==> config.mk <==
export PLATFORM = sky130hd
export DESIGN_NAME = cgra_cfg_loader
export DESIGN_NICKNAME = d
export VERILOG_FILES = /design/src/rtl/cgra_cfg_loader.sv
export SDC_FILE = /design/constraint.sdc
export NUM_CORES = 2
export LEC_CHECK = 0
export CAP_MARGIN = 20
export CORE_AREA = 2 2 464 466
export CTS_CLUSTER_SIZE = 10
export DETAILED_ROUTE_END_ITERATION = 10
export DIE_AREA = 0 0 466 468
export DONT_BUFFER_PORTS = 1
export SLEW_MARGIN = 10
export SYNTH_ARGS = -nofsm -noshare
export SYNTH_HDL_FRONTEND = slang
export SYNTH_SLANG_ARGS = --single-unit
==> constraint.sdc <==
create_clock -name clk -period 5.4 [get_ports clk]
set_input_delay 0.54 -clock clk [delete_from_list [all_inputs] [get_ports clk]]
set_output_delay 0.54 -clock clk [all_outputs]
set_load 0.05 [all_outputs]
==> src/rtl/cgra_cfg_loader.sv <==
// cgra_cfg_loader: streams a CGRA configuration image from HBM over 4 KB-safe AXI read bursts
// into a 2-entry skid buffer feeding the configuration stream, then raises a sticky interrupt.
module cgra_cfg_loader #(
  parameter int dwidth_HBMadd = 64,
  parameter int phit_size     = 512,
  parameter int MAX_BURST     = 64,
  parameter int size_w        = 32
) (
  input  logic                     clk,
  input  logic                     rst,
  input  logic                     start,
  input  logic [dwidth_HBMadd-1:0] ctrl_addr_offset,
  input  logic [size_w-1:0]        ctrl_xfer_size_in_bytes,
  input  logic                     intr_clr,
  output logic                     busy,
  output logic                     done,
  output logic                     interrupt,
  output logic                     err,
  output logic [dwidth_HBMadd-1:0] m00_axi_araddr,
  output logic [7:0]               m00_axi_arlen,
  output logic                     m00_axi_arvalid,
  input  logic                     m00_axi_arready,
  input  logic [phit_size-1:0]     m00_axi_rdata,
  input  logic                     m00_axi_rlast,
  input  logic                     m00_axi_rvalid,
  output logic                     m00_axi_rready,
  output logic [phit_size-1:0]     cfg_tdata,
  output logic                     cfg_tvalid,
  input  logic                     cfg_tready,
  output logic                     cfg_tlast
);
  typedef enum logic [2:0] {IDLE, ADDR, DATA, DRAIN, DONE} state_t;
  state_t state_q;
  logic [dwidth_HBMadd-1:0] addr_q;
  logic [size_w-1:0] rem_q, rem_d;
  logic [8:0] cnt_q, room, cap, beats;
  logic err_q, intr_q, wp_q, rp_q, push, pop;
  logic [1:0] occ_q, last_q;
  logic [phit_size-1:0] data_q [2];
  assign rem_d = size_w'(ctrl_xfer_size_in_bytes[size_w-1:6]) + size_w'(|ctrl_xfer_size_in_bytes[5:0]);
  // beats left before the next 4 KB page boundary
  assign room  = 9'd64 - 9'(addr_q[11:6]);
  assign cap   = (room < 9'(MAX_BURST)) ? room : 9'(MAX_BURST);
  assign beats = (rem_q < size_w'(cap)) ? rem_q[8:0] : cap;
  assign busy            = state_q != IDLE;
  assign done            = state_q == DONE;
  assign interrupt       = intr_q;
  assign err             = err_q;
  assign m00_axi_arvalid = state_q == ADDR;
  assign m00_axi_araddr  = (state_q == ADDR) ? addr_q : '0;
  assign m00_axi_arlen   = (state_q == ADDR) ? 8'(beats - 9'd1) : 8'd0;
  assign m00_axi_rready  = (state_q == DATA) && (occ_q != 2'd2);
  assign cfg_tvalid      = occ_q != 2'd0;
  assign cfg_tdata       = data_q[rp_q];
  assign cfg_tlast       = cfg_tvalid & last_q[rp_q];
  assign push            = m00_axi_rvalid & m00_axi_rready;
  assign pop             = cfg_tvalid & cfg_tready;
  always_ff @(posedge clk) begin
    if (!rst) begin
      state_q <= IDLE;
      addr_q  <= '0;
      rem_q   <= '0;
      cnt_q   <= '0;
      err_q   <= 1'b0;
      intr_q  <= 1'b0;
    end else begin
      intr_q <= (state_q == DONE) | (intr_q & ~intr_clr);
      case (state_q)
        IDLE: if (start) begin
          addr_q  <= ctrl_addr_offset & ~dwidth_HBMadd'(63);
          rem_q   <= rem_d;
          err_q   <= 1'b0;
          state_q <= (rem_d == '0) ? DONE : ADDR;
        end
        ADDR: if (m00_axi_arready) begin
          addr_q  <= addr_q + dwidth_HBMadd'({beats, 6'b0});
          rem_q   <= rem_q - size_w'(beats);
          cnt_q   <= beats;
          state_q <= DATA;
        end
        DATA: if (push) begin
          cnt_q <= cnt_q - 9'd1;
          // the beat count ends the burst; rlast only flags disagreement
          if (m00_axi_rlast != (cnt_q == 9'd1)) err_q <= 1'b1;
          if (cnt_q == 9'd1) state_q <= (rem_q != '0) ? ADDR : DRAIN;
        end
        DRAIN: if (occ_q == 2'd0) state_q <= DONE;
        default: state_q <= IDLE;
      endcase
    end
  end
  always_ff @(posedge clk) begin
    if (!rst) begin
      data_q <= '{default: '0};
      last_q <= '0;
      occ_q  <= '0;
      wp_q   <= 1'b0;
      rp_q   <= 1'b0;
    end else begin
      if (push) begin
        data_q[wp_q] <= m00_axi_rdata;
        last_q[wp_q] <= (cnt_q == 9'd1) && (rem_q == '0);
        wp_q         <= ~wp_q;
      end
      if (pop) rp_q <= ~rp_q;
      occ_q <= occ_q + {1'b0, push} - {1'b0, pop};
    end
  end
endmodule

**Yosys cells after proc, flatten, opt, wreduce, memory -nomap -nowiden**

Cells that the tools add are included.

- Input bits: 616
- Output and inout bits: 592
- Register bits after elaboration: 1140

- Equal/unequal tests: 13
- $lt $le $gt $ge: 8
- Bitwise operators: 10
- Muxes and demuxes: 36
- Reduce and logical (&&, ||, !) cells: 19
- Add/sub/neg operators: 8

Operators with widths:

| operator | count |
|---|---|
| 2-to-1 mux 512 bit | 4 |
| bitwise mux 1024 bit | 1 |
| demux 512 bit (select 1 bit) | 1 |
| 2-to-1 mux 64 bit | 3 |
| case mux 64 bit (2 select lines) | 1 |
| adder 64 x 15 -> 64 bit | 1 |
| logical NOT 32 bit | 2 |
| 2-to-1 mux 32 bit | 2 |
| case mux 32 bit (2 select lines) | 1 |
| 2-to-1 mux 9 bit | 4 |
| < comparator 32 x 9 -> 1 bit | 1 |
| nonzero test 32 bit | 1 |
| subtractor 32 x 9 -> 32 bit | 1 |
| adder 26 x 1 -> 27 bit | 1 |
| 2-to-1 mux 3 bit | 6 |
| case mux 9 bit (2 select lines) | 1 |
| case mux 3 bit (4 select lines) | 1 |
| equality test 9 x 1 -> 1 bit, second input constant | 1 |
| < comparator 9 x 7 -> 1 bit, second input constant | 1 |
| subtractor 9 x 1 -> 9 bit, second input constant | 1 |
| 2-to-1 mux 8 bit | 1 |
| != test 2 bit, second input constant | 4 |
| nonzero test 2 bit | 4 |
| subtractor 7 x 6 -> 8 bit, first input constant | 1 |
| 29 further kinds | 49 |

**Logic depth before layout (Yosys ltp)**

- Depth in word-level cells: 8
- Depth in mapped cells: 23
- Depth with buffers taken out: 21

**Worst setup path after synthesis**

Ideal clock, no wire load.

- Path type: register to register
- Start point: register addr_q[6]
- End point: register addr_q[56]
- Period minus slack after synthesis: 4763 ps
- Path buffers: 0
- Setup time: 119 ps
- Stages on the path, launching flop included: 21
- Arrival: 4644 ps
- Slack: 637 ps
- Cells stage by stage: dfxtp_1 > inv_1 > ha_1 > and3b_1 > inv_1 > and2_1 > inv_1 > ha_1 > o2111ai_1 > o21ai_0 > nor2_1 > o21ai_0 > inv_1 > fa_1 > nor2b_1 > o21a_1 > o21a_1 > o2111ai_1 > nor3_1 > a31oi_1 > o221a_2

- Longest elaborated chain between the ends: 8

RTL lines:

| item | RTL line | source |
|---|---|---|
| from (decl) | 34 | `logic [dwidth_HBMadd-1:0] addr_q;` |
| from (signal assigned) | 70 | `addr_q <= ctrl_addr_offset & ~dwidth_HBMadd'(63);` |
| from (signal assigned) | 76 | `addr_q <= addr_q + dwidth_HBMadd'({beats, 6'b0});` |
| subtractor 7 x 6 -> 8 bit | 42 | `assign room = 9'd64 - 9'(addr_q[11:6]);` |
| < comparator 9 x 7 -> 1 bit | 43 | `assign cap = (room < 9'(MAX_BURST)) ? room : 9'(MAX_BURST);` |
| 2-to-1 mux 9 bit | 43 |  |
| < comparator 32 x 9 -> 1 bit | 44 | `assign beats = (rem_q < size_w'(cap)) ? rem_q[8:0] : cap;` |
| 2-to-1 mux 9 bit | 44 |  |
| adder 64 x 15 -> 64 bit (*) | 76 |  |
| 2-to-1 mux 64 bit (*) | 75 | `ADDR: if (m00_axi_arready) begin` |
| case mux 64 bit (2 select lines) (*) | 68 | `case (state_q)` |

Mark *: on every way between the ends. The rest lies on a longest branch, timed or not. The select of a mux whose other input is x is not followed.
A chain may end at the register's enable or synchronous reset.

**Worst setup path after layout**

- Start point: register addr_q[9]
- End point: register addr_q[41]

Same word-level chain as after synthesis.

==> flow_metrics.tcl <==
set metrics [dict create \
    status "complete, no violations" \
    layout.nets 7243 \
    numCtsBuffers 144 \
    clock.fmax_mhz 191 \
    synth_area_leaders "dfxtp_1, nand2_1, mux2_2" \
    cts_tree "done" \
    ant_nets 0 \
    cp_top_family "simple AND/OR/NAND/NOR gates" \
    maxCapViolations 0 \
    drive_gt1_share_pct 13.0 \
    ys_seq_area_share_pct 45.7 \
    path_common_cell "buf_4" \
    die-height_um 468 \
    place_congestion 0.950 \
    die_w_um 466 \
    crit_buf_inv 7 \
    critical_path_arrival_ns 5.93 \
    cts_max_level 4 \
    finalHoldViolations 0 \
    fin_skew_ns 0.0405 \
    ios 1208 \
    synth_top_area_share_pct 45.7 \
    avgViaCountPerCell 4.92 \
    p_per_area_nw_per_um2 439 \
    worst_slack_ns 0.157 \
    synthArstFlopShare_pct 0 \
    syn_area_um2 49600 \
    slew_viol_final 0 \
    crit_cells 22 \
    p_leak_nw 21.4 \
    clockBufferDepth 3 \
    drtIter0Drc 4342 \
    synth_edf_count 0 \
    end_kind "flip-flop" \
    period_minus_slack_ns 5.24 \
    dr.pass1.iters 6 \
    ys_ff_latch 1134 \
    hold_ws_ns 0.0684 \
    antenna_found_initial 127 \
    ir_drop_uv 308 \
    worstReg2RegEnd "addr_q[41]" \
    cp-startpoint "addr_q[9]" \
    synth_ff_type "dfxtp_1" \
    worstMarginPinSlew_ns 1.38 \
    cp-start-kind "flip-flop" \
    hpwl_um 160000 \
    fin_setup_tns_ns 0 \
    final_common_cell "nand2_1" \
    crit_chain "nor3_2, buf_4, and3b_1, inv_1, and2_4, inv_1, ha_1, o2111ai_1, o21a_2, clkbuf_2, and3_1, or2_2, ha_1, nand4_1, nor3_1, nor2_1, buf_4, buf_4, a2111o_1, mux2i_1, a21oi_1, dlygate4sd3_1" \
    mostFrequentLayoutCells "nand2_1, dfxtp_1, a21oi_1, dlygate4sd3_1, mux2_2" \
    grt_setup_unrepaired "no" \
    globalRouteOverflowTotal 0 \
    initial_core_util_pct 23.3 \
    crit_fanout 6 \
    timing.rr.start "addr_q[9]" \
    syn_avg_cell_area_um2 7.94 \
    cts.clk_slew.worst_paths_ns 0.06 \
    num_vias 47012 \
    cp_slowest_stage_delay_ns 0.58 \
    yosysUniqueCellTypes 77 \
    port_buffers 0 \
    yosys_warnings 0 \
    cts.sinks 1134 \
    period_share_pct 97.1 \
    crit_type "reg2reg" \
    dieArea_um2 218000 \
    pre_cts_slack_ns 0.368 \
    grt_pass1_wl_um 311000 \
    clk_latency_ns 0.80 \
    grt_pass1_vias 44473 \
    slew_headroom_pct 8.05 \
    route.detailed.drc 0 \
    fp.coreArea_um2 213000 \
    syn_to_final_growth_pct 26.4 \
    crit_end "addr_q[41]" \
    track_usage_pct 19.1 \
    rows 170 \
    hp-class "in2reg" \
    rr_worst_depth 22 \
    grt_max_degree 249 \
    cp_slowest_cell "dlygate4sd3_1" \
    clockRootBuffer "clkbuf_16" \
    totalWireLength_um 222000 \
    worstPathRequired_ns 6.08 \
    synthCells 6255 \
    setup_violations 0 \
    wl_per_cell_um 23.2 \
    yosysTopAreaCell "dfxtp_1" \
    r2r_slack_ns 0.16 \
]
[power by group]
group | internal (mW) | switching, mW
sequential | 8.96 | 0.635
combinational | 2.85 | 6.06
clock | 5.15 | 3.90
[state kept, by name (all words and copies together), names as in the netlist]
name       count
occ_q          2
err            1
cnt_q          9
rp_q           1
state_q        3
wp_q           1
data_q      1024
rem_q         32
addr_q        58
interrupt      1
last_q         2
[how the worst min path moves through the flow]
stage	start	to	slack [ns]	cells past startpoint
floorplan	cnt_q[8]	cnt_q[8]	0.42	1
global placement	data_q[202]	data_q[202]	0.44	2
detailed placement	data_q[80]	data_q[80]	0.44	2
CTS	ctrl_xfer_size_in_bytes[12]	rem_q[6]	0.0009	3
global route	ctrl_addr_offset[48]	addr_q[48]	0.004	2
finish	ctrl_addr_offset[48]	addr_q[48]	0.07	2
[per-layer routing]
metal	wire length [um]	GRT usage, %	vias to the layer above
met5	506	0	-
met4	14200	11.2	72
met3	25800	8.12	546
met2	96200	28.8	2268
met1	85400	22.6	22385
li1	-	-	21741
[cell type report]
type                    instances  area, um^2
repair buffers                667        6730
fillers                     22262      151000
flip-flops and latches       1134       22700
multi-input cells            4607       25100
clock buffers                 173        3830
clock inverters                31         504
well taps                    2838        3550
diodes                         74         185
inverters                      41         161
[synthesized netlist by cell type, types with 21 or more instances]
cell      instances
nand2_1        2165
nor2_1          106
nand3_1          50
nor3_1           55
xnor2_1          30
clkbuf_1        430
and2_1           67
mux2_2          514
a21oi_1        1116
o21a_1           21
and3_1           23
ha_1             30
inv_1            40
o21ai_0          79
dfxtp_1        1134
buf_2            36
nor4_1           22
[timing repair]
| item | CTS | global route |
|---|---|---|
| endpoints found under the hold margin | 1101 | 0 |
| pin swaps | 0 | 2 |
| setup buffers | 0 | 2 |
| hold buffers | 564 | 0 |
| setup endpoints to repair | 3 | 6 |
| resized for setup | 4 | 22 |
[stage by stage]
stage / instance area [um^2] / power [mW] / cells / util (%)
2_1_floorplan: 49700 / 15.6 / 6262 / -
3_3_place_gp: 52400 / 17.8 / 8721 / 24.6
3_5_place_dp: 52400 / 17.9 / 8721 / 24.6
4_1_cts: 62500 / 27.6 / 9489 / 29.3
5_1_grt: 62600 / 28.7 / 9526 / 29.4
6_report: 62700 / 27.5 / 9565 / 29.4
[logic make-up (layout without fill, tap and decap cells)]
family,count (synthesis),in the layout,share of synthesized area (%)
and+or+nand+nor,2586,2586,21.1
AOI/OAI and AO/OA,1408,1408,15.5
other,1,82,0.00755
buffers and inverters,521,912,4.09
adders and majority gates,32,32,0.837
muxes,526,526,11.9
DFF,1134,1134,45.7
xor gates and xnor gates,47,47,0.829
Note: power is estimated with default switching activity, not from simulation.
